<file path="src/rtl/instr_fetch.sv">
// instr_fetch: program counter, instruction-memory request issue, response
// buffering and branch-redirect handling for the fetch stage.
// Requests are credit limited: outstanding requests plus buffered words
// never exceed DEPTH, so every returning word always has a FIFO slot.
module instr_fetch #(
   parameter logic [31:0] RESET_PC = 32'h0000_0000,
   parameter int          DEPTH    = 4
) (
   input  logic        clk,
   input  logic        rst_n,
   output logic        imem_req_valid,
   output logic [31:0] imem_req_addr,
   input  logic        imem_req_ready,
   input  logic        imem_rsp_valid,
   input  logic [31:0] imem_rsp_data,
   output logic [31:0] instr,
   output logic [31:0] instr_pc,
   output logic        instr_valid,
   input  logic        instr_ready,
   input  logic        redirect,
   input  logic [31:0] redirect_target
);
   localparam int            AW       = $clog2(DEPTH);
   localparam logic [AW:0]   CNT_ZERO = (AW+1)'(0);
   localparam logic [AW:0]   CNT_ONE  = (AW+1)'(1);
   localparam logic [AW:0]   CNT_MAX  = (AW+1)'(DEPTH);
   localparam logic [AW-1:0] PTR_ZERO = AW'(0);
   localparam logic [AW-1:0] PTR_ONE  = AW'(1);
   localparam logic [31:0]   NOP      = 32'h0000_0013;

   logic [31:0]   r_pc;
   logic [AW:0]   r_out_cnt;
   logic [AW:0]   r_disc_cnt;
   logic [AW:0]   r_fifo_cnt;
   logic [AW-1:0] r_fifo_wr;
   logic [AW-1:0] r_fifo_rd;
   logic [AW-1:0] r_aq_wr;
   logic [AW-1:0] r_aq_rd;
   logic [31:0]   r_fifo_data [DEPTH];
   logic [31:0]   r_fifo_pc   [DEPTH];
   logic [31:0]   r_aq_addr   [DEPTH];

   logic [AW+1:0] w_used;
   logic          w_req_valid;
   logic          w_req_fire;
   logic          w_rsp_take;
   logic          w_rsp_drop;
   logic          w_push;
   logic          w_fifo_nonempty;
   logic          w_pop;
   logic [31:0]   w_target;
   logic [31:0]   w_pc_nxt;
   logic [AW:0]   w_out_nxt;
   logic [AW:0]   w_disc_nxt;
   logic [AW:0]   w_fifo_cnt_nxt;
   logic [AW-1:0] w_fifo_wr_nxt;
   logic [AW-1:0] w_fifo_rd_nxt;
   logic [AW-1:0] w_aq_wr_nxt;
   logic [AW-1:0] w_aq_rd_nxt;

   // Handshake qualification and next-state computation for all counters and pointers.
   always_comb begin
      w_used          = {1'b0, r_out_cnt} + {1'b0, r_fifo_cnt};
      w_req_valid     = rst_n & (w_used < {1'b0, CNT_MAX});
      w_req_fire      = w_req_valid & imem_req_ready;
      // A response with nothing outstanding is a protocol error and is ignored.
      w_rsp_take      = imem_rsp_valid & (r_out_cnt != CNT_ZERO);
      w_rsp_drop      = w_rsp_take & ((r_disc_cnt != CNT_ZERO) | redirect);
      w_push          = w_rsp_take & ~w_rsp_drop;
      w_fifo_nonempty = (r_fifo_cnt != CNT_ZERO);
      w_pop           = w_fifo_nonempty & instr_ready;
      w_target        = redirect_target & 32'hFFFF_FFFC;

      w_out_nxt      = r_out_cnt + (w_req_fire ? CNT_ONE : CNT_ZERO)
                                 - (w_rsp_take ? CNT_ONE : CNT_ZERO);
      w_aq_wr_nxt    = r_aq_wr + (w_req_fire ? PTR_ONE : PTR_ZERO);
      w_aq_rd_nxt    = r_aq_rd + (w_rsp_take ? PTR_ONE : PTR_ZERO);
      w_pc_nxt       = r_pc;
      w_disc_nxt     = r_disc_cnt;
      w_fifo_cnt_nxt = r_fifo_cnt;
      w_fifo_wr_nxt  = r_fifo_wr;
      w_fifo_rd_nxt  = r_fifo_rd;

      if (redirect) begin
         // Everything still in flight after this edge belongs to the old path.
         w_pc_nxt       = w_target;
         w_disc_nxt     = w_out_nxt;
         w_fifo_cnt_nxt = CNT_ZERO;
         w_fifo_wr_nxt  = PTR_ZERO;
         w_fifo_rd_nxt  = PTR_ZERO;
      end else begin
         w_pc_nxt       = w_req_fire ? (r_pc + 32'd4) : r_pc;
         w_disc_nxt     = (w_rsp_take && (r_disc_cnt != CNT_ZERO)) ? (r_disc_cnt - CNT_ONE) : r_disc_cnt;
         w_fifo_cnt_nxt = r_fifo_cnt + (w_push ? CNT_ONE : CNT_ZERO) - (w_pop ? CNT_ONE : CNT_ZERO);
         w_fifo_wr_nxt  = r_fifo_wr + (w_push ? PTR_ONE : PTR_ZERO);
         w_fifo_rd_nxt  = r_fifo_rd + (w_pop ? PTR_ONE : PTR_ZERO);
      end
   end

   // Control state registers with synchronous active-low reset.
   always_ff @(posedge clk) begin
      if (!rst_n) begin
         r_pc       <= RESET_PC;
         r_out_cnt  <= CNT_ZERO;
         r_disc_cnt <= CNT_ZERO;
         r_fifo_cnt <= CNT_ZERO;
         r_fifo_wr  <= PTR_ZERO;
         r_fifo_rd  <= PTR_ZERO;
         r_aq_wr    <= PTR_ZERO;
         r_aq_rd    <= PTR_ZERO;
      end else begin
         r_pc       <= w_pc_nxt;
         r_out_cnt  <= w_out_nxt;
         r_disc_cnt <= w_disc_nxt;
         r_fifo_cnt <= w_fifo_cnt_nxt;
         r_fifo_wr  <= w_fifo_wr_nxt;
         r_fifo_rd  <= w_fifo_rd_nxt;
         r_aq_wr    <= w_aq_wr_nxt;
         r_aq_rd    <= w_aq_rd_nxt;
      end
   end

   // Data storage: address queue written on request handshake, FIFO on kept response.
   always_ff @(posedge clk) begin
      if (w_req_fire) begin
         r_aq_addr[r_aq_wr] <= r_pc;
      end
      if (w_push) begin
         r_fifo_data[r_fifo_wr] <= imem_rsp_data;
         r_fifo_pc[r_fifo_wr]   <= r_aq_addr[r_aq_rd];
      end
   end

   assign imem_req_valid = w_req_valid;
   assign imem_req_addr  = r_pc;
   assign instr_valid    = rst_n & w_fifo_nonempty;
   assign instr          = instr_valid ? r_fifo_data[r_fifo_rd] : NOP;
   assign instr_pc       = instr_valid ? r_fifo_pc[r_fifo_rd] : 32'h0000_0000;

endmodule

</file>
<file path="config.mk">
export PLATFORM = sky130hd
export DESIGN_NAME = instr_fetch
export DESIGN_NICKNAME = d
export VERILOG_FILES = /design/src/rtl/instr_fetch.sv
export SDC_FILE = /design/constraint.sdc
export NUM_CORES = 1
export LEC_CHECK = 0
export ABC_AREA = 1
export BUFFER_PORTS_ARGS = -buffer_cell sky130_fd_sc_hd__buf_4
export CAP_MARGIN = 30
export CORE_MARGIN = 2
export CORE_UTILIZATION = 55
export CTS_BUF_LIST = sky130_fd_sc_hd__clkbuf_4 sky130_fd_sc_hd__clkbuf_8 sky130_fd_sc_hd__clkbuf_16
export DETAILED_ROUTE_END_ITERATION = 8
export PLACE_DENSITY = 0.72
export SLEW_MARGIN = 10
export SYNTH_ARGS = -nofsm -noshare
export SYNTH_HDL_FRONTEND = slang
export SYNTH_SLANG_ARGS = --single-unit
</file>
<file path="constraint.sdc">
create_clock -name clk -period 9.85 [get_ports clk]
set_clock_uncertainty 0.2 [all_clocks]
set_input_delay 1.97 -clock clk [delete_from_list [all_inputs] [get_ports clk]]
set_output_delay 1.97 -clock clk [all_outputs]
set_load 0.03 [all_outputs]
</file>
=== After elaboration in Yosys (flattened, before gate mapping) ===
Memory sizes are Yosys's and may differ from the RTL's. A register that Yosys moved wholly into a read port is not among the register bits.
Index checks and enable logic that the tools add are counted.

* Add/subtract/negate cells: 11
* Multiply operators: 0
* Div/mod/pow operators: 0
* Order comparisons: 1
* Equality and inequality tests: 0
* Shift-type cells: 0
* Mux-type cells: 21
* Bitwise operators: 10
* Reduce and logical (&&, ||, !) cells: 7

{| class="wikitable"
|+ Operator list
! kind !! count
|-
| 32-bit 2-to-1 mux || 4
|-
| 32-bit by 3-bit adder with 32-bit output, second input constant || 1
|-
| 1-bit 2-to-1 mux || 12
|-
| 3-bit nonzero test || 3
|-
| 2-bit by 1-bit adder with 2-bit output || 4
|-
| 1-bit AND || 7
|-
| 3-bit by 1-bit adder with 3-bit output || 2
|-
| 2-bit 2-to-1 mux || 3
|-
| 3-bit 2-to-1 mux || 2
|-
| 3-bit by 1-bit subtractor with 3-bit output || 2
|-
| 3-bit by 3-bit adder with 4-bit output || 1
|-
| 4-bit by 3-bit less-than comparator with 1-bit output, second input constant || 1
|-
| 2-bit nonzero test || 2
|-
| 3-bit by 1-bit subtractor with 3-bit output, second input constant || 1
|-
| 1-bit NOT || 2
|-
| 2-bit OR reduction || 1
|-
| 1-bit logical AND || 1
|-
| 1-bit OR || 1
|}

* Register bits: 49
* Latch bits: 0
* RAM bits: 384
* Bits in read-only memories: 0
* Bits of input ports: 70
* Output and inout bits: 98
* Memories kept: 3

{| class="wikitable"
|+ Memory list
! memory !! words !! bits a word !! rd ports !! clocked after Yosys merged registers in !! wr ports !! RTL line !! text
|-
| r_aq_addr || 4 || 32 || 1 || 1 || 1 || 41 || <nowiki>logic [31:0] r_aq_addr [DEPTH];</nowiki>
|-
| r_fifo_data || 4 || 32 || 1 || 1 || 1 || 39 || <nowiki>logic [31:0] r_fifo_data [DEPTH];</nowiki>
|-
| r_fifo_pc || 4 || 32 || 1 || 1 || 1 || 40 || <nowiki>logic [31:0] r_fifo_pc [DEPTH];</nowiki>
|}

=== Depth between registers and ports, before layout ===
* Depth after elaboration: 8
* Gate-level depth with buffers: 14

=== Worst setup path before layout ===
No wires, ideal clock.

* Path kind: input -> register
* Start point: input port redirect
* End point: memory r_fifo_data[0][0], enable pin
* Arrival: 6,697 ps
* Required time: 9,091 ps
* Slack: 2,394 ps
* Stages: 4
* Path through: buf_2 nor3_1 inv_1 nor3_1

* Word-level cells in the longest chain between the ends: 6

{| class="wikitable"
|+ RTL lines
! element !! RTL line !! text
|-
| start, declared || 20 || <nowiki>input logic redirect,</nowiki>
|-
| 1-bit OR || 68 || <nowiki>w_rsp_drop = w_rsp_take & ((r_disc_cnt != CNT_ZERO) | redirect);</nowiki>
|-
| 1-bit AND || 68 ||
|-
| 1-bit NOT || 69 || <nowiki>w_push = w_rsp_take & ~w_rsp_drop;</nowiki>
|-
| 1-bit AND || 69 ||
|-
| 1-bit 2-to-1 mux || 128 || <nowiki>if (w_push) begin</nowiki>
|-
| 1-bit 2-to-1 mux (not written as such) || 129 || <nowiki>r_fifo_data[r_fifo_wr] <= imem_rsp_data;</nowiki>
|-
| end, declared || 39 ||
|}

Every way passes these cells.

=== Final worst setup path ===
* Start point: input port rst_n
* End point: output port instr_pc[16]

* Word-level cells in the longest chain between the ends: 2

{| class="wikitable"
|+ RTL lines
! element !! RTL line !! text
|-
| start, declared || 10 || <nowiki>input logic rst_n,</nowiki>
|-
| 1-bit AND || 136 || <nowiki>assign instr_valid = rst_n & w_fifo_nonempty;</nowiki>
|-
| 32-bit 2-to-1 mux || 138 || <nowiki>assign instr_pc = instr_valid ? r_fifo_pc[r_fifo_rd] : 32'h0000_0000;</nowiki>
|-
| end, declared || 17 || <nowiki>output logic [31:0] instr_pc,</nowiki>
|}

Every way passes these cells.

==> flow_summary.toml <==
[timing]
fin_setup_tns_ns = 0
max_slew_margin_pct = 33.6
tightest_slew_ns = 0.996
post-route-period-util_pct = 64.0
slew_viol_final = 0
hold_viol_final = 0
setup_viol = 0
rsz0062_at_grt = "no"
final.min_clock_period_ns = 6.30
fmax_ghz = 0.159

[worst_setup_path]
crit_cells = 7
crit_chain = "buf_4, inv_4, a31oi_2, inv_2, buf_4, a21oi_1, buf_4"
cpMaxStageDelayCell = "a31oi_2"
critPathMaxFanout = 39
cp-end-kind = "output pin"
slowest_delay_ns = 0.53
rr_worst_depth = 12
cpLargestDelayFamily = "buffers and inverters"
crit_type = "primary input to output pin"
timing.rr.start = "r_out_cnt[2]"
critPathRequiredTime_ns = 7.68
arrival_ns = 4.13
crit_buf_inv = 5
rrSetupSlack_ns = 6.68
cp-start-kind = "primary input"
crit_top_cell = "buf_4"
reg2reg_to = "r_disc_cnt[2]"

[floorplanning]
core_region_area_um2 = 30600
io_pins = 168
rows = 64
dieArea_um2 = 32500
die_x_um = 180
die_y_um = 180
start_util_pct = 55.9

[grt]
grt_pass1_vias = 11100
track_usage_pct = 22.5
grt_max_degree = 77
grt_antenna_before_repair = 0
grt_pass1_wl_um = 58400
overflow = 0

[worst_hold_path]
whs_endpoint = "r_disc_cnt[1]"
holdCritPathClass = "register to register"
min_path_cells = 2
hold_start = "r_disc_cnt[1]"

[run_status]
status = "complete, no violations"

[synth]
ys_warn_count = 0
synth.area.top_cells = "edfxtp_1 (65%), nor2_1 (7.9%), o21ai_0 (5.9%)"
seq_area_frac_synth_pct = 70.2
syn_inst = 1530
synthArstFlopShare_pct = 0
synth_edf_count = 368
syn_avg_cell_area_um2 = 11.2
synth-seq-cells = 415
synth_area_um2 = 17100
synth-main-ff-cell = "edfxtp_1"
synth.top_cell.area_share_pct = 64.7
ys_types = 36
synth_area_leader_cell = "edfxtp_1"

[detailed_routing]
ant_nets = 0
wl_um = 36900
wl_met3_um = 2280
top_layer = "met4"
wl_met1_um = 16100
vias_per_cell = 5.50
drt-initial-drc-count = 973
drc = 0
num_vias = 11500
firstDrtPassIters = 4
wl_per_cell_um = 17.6
wl_met2_um = 18000

[clocking]
clk_root_buffer_cell = "clkbuf_16"
post_cts_buffers = 0
cts_hold_buf = 0
cts_max_path_buffers = 3
cts_tree = "done"
cts_resized = 0
cts_buffers = 42
htree_levels = 2
path_clk_slew_ns = 0.06
cts_sinks = 415
insertion_delay_ns = 0.52

[pwr]
leakagePower_nw = 7.29
p_per_area_nw_per_um2 = 216
power_mw = 4.32
ir_worst_vdd_v = 0.000127

[layout]
nNetsFinal = 1756
drive_gt1_share_pct = 15.8
n_antenna_cell = 0
fillCellCount = 2297
layout_common_cells = "edfxtp_1 (368), nor2_1 (359), o21ai_0 (202)"
final_common_cell = "edfxtp_1"
final_cells = 2100
syn_to_final_growth_pct = 17.4

[placement]
hpwl_um = 20800
port_buffers = 161
place_congestion = 0.809
post-place-cells = 2023

[run]
cap_violations = 0
-- report_power, final --
part	internal, mW	switching [mW]
sequential	2.08	0.0482
combinational	0.169	0.408
clock	1.00	0.622
-- cells in the mapped netlist (4+ instances only) --
cell type,instances
buf_4,4
buf_2,19
ha_1,13
dfxtp_1,47
inv_1,83
a21oi_1,83
o22ai_1,30
nor2_1,359
clkbuf_1,54
nor3_1,9
nand3_1,58
nor2_2,4
nand2_1,148
a31oi_1,8
xnor2_1,10
o21ai_0,202
edfxtp_1,368
-- per-layer routing --
metal  vias up  global-route usage [%]
met2       374                    37.6
met5         -                       0
met4         0                    5.19
met3        36                    3.38
li1       5593                       -
met1      5546                    31.4
-- area by class of cell --
cell class / instances / area (um^2) / area share (%)
multi-input cells: 947 / 4440 / 22.1
clock buffers: 58 / 1220 / 6.10
clock inverters: 19 / 218 / 1.09
inverters: 88 / 333 / 1.66
repair buffers: 177 / 1350 / 6.72
well taps: 396 / 495 / 2.47
flip-flops and latches: 415 / 12000 / 59.8
-- registers in the layout, indices dropped and copies added (netlist names) --
register / count
r_fifo_pc: 120
r_aq_rd: 2
r_aq_wr: 2
r_aq_addr: 120
imem_req_addr: 30
r_fifo_rd: 2
r_out_cnt: 3
r_disc_cnt: 3
r_fifo_wr: 2
r_fifo_cnt: 3
r_fifo_data: 128
-- through the flow --
step	utilization, %	hold WS, ns	instance area (um^2)	worst slack (ns)
after global placement	60.8	0.269	18600	3.58
after CTS	65.6	0.294	20100	3.56
after global routing	65.6	0.314	20100	3.46
after floorplan	-	0.256	17100	2.39
final	65.6	0.287	20100	3.55
after detailed placement	60.9	0.285	18600	3.55
-- cells by family (layout without fill, tap and decap cells) --
| family | count (synthesis) | count (layout) | share of synthesized area, % |
|---|---|---|---|
| adders and majority gates | 15 | 15 | 1.19 |
| xor gates and xnor gates | 13 | 13 | 0.666 |
| other | 1 | 4 | 0.0219 |
| DFF | 415 | 415 | 70.2 |
| buffers and inverters | 171 | 342 | 4.13 |
| and+or+nand+nor | 586 | 586 | 13.8 |
| AOI/OAI and AO/OA | 329 | 329 | 10.1 |
-- tightest hold or removal path: stages (launching register included) --
cell and delay (ns):
dfxtp_1 0.29, inv_1 0.08, a21oi_1 0.07
-- how the worst max path moves through the flow --
stage	startpoint	end	slack (ns)
floorplan	redirect	r_fifo_data[0][0]	2.39
global route	rst_n	instr_pc[20]	3.46
detailed placement	rst_n	instr_pc[16]	3.55
global placement	rst_n	instr_pc[16]	3.58
finish	rst_n	instr_pc[16]	3.55
CTS	rst_n	instr_pc[16]	3.56
(Power assumes the default switching activity.)
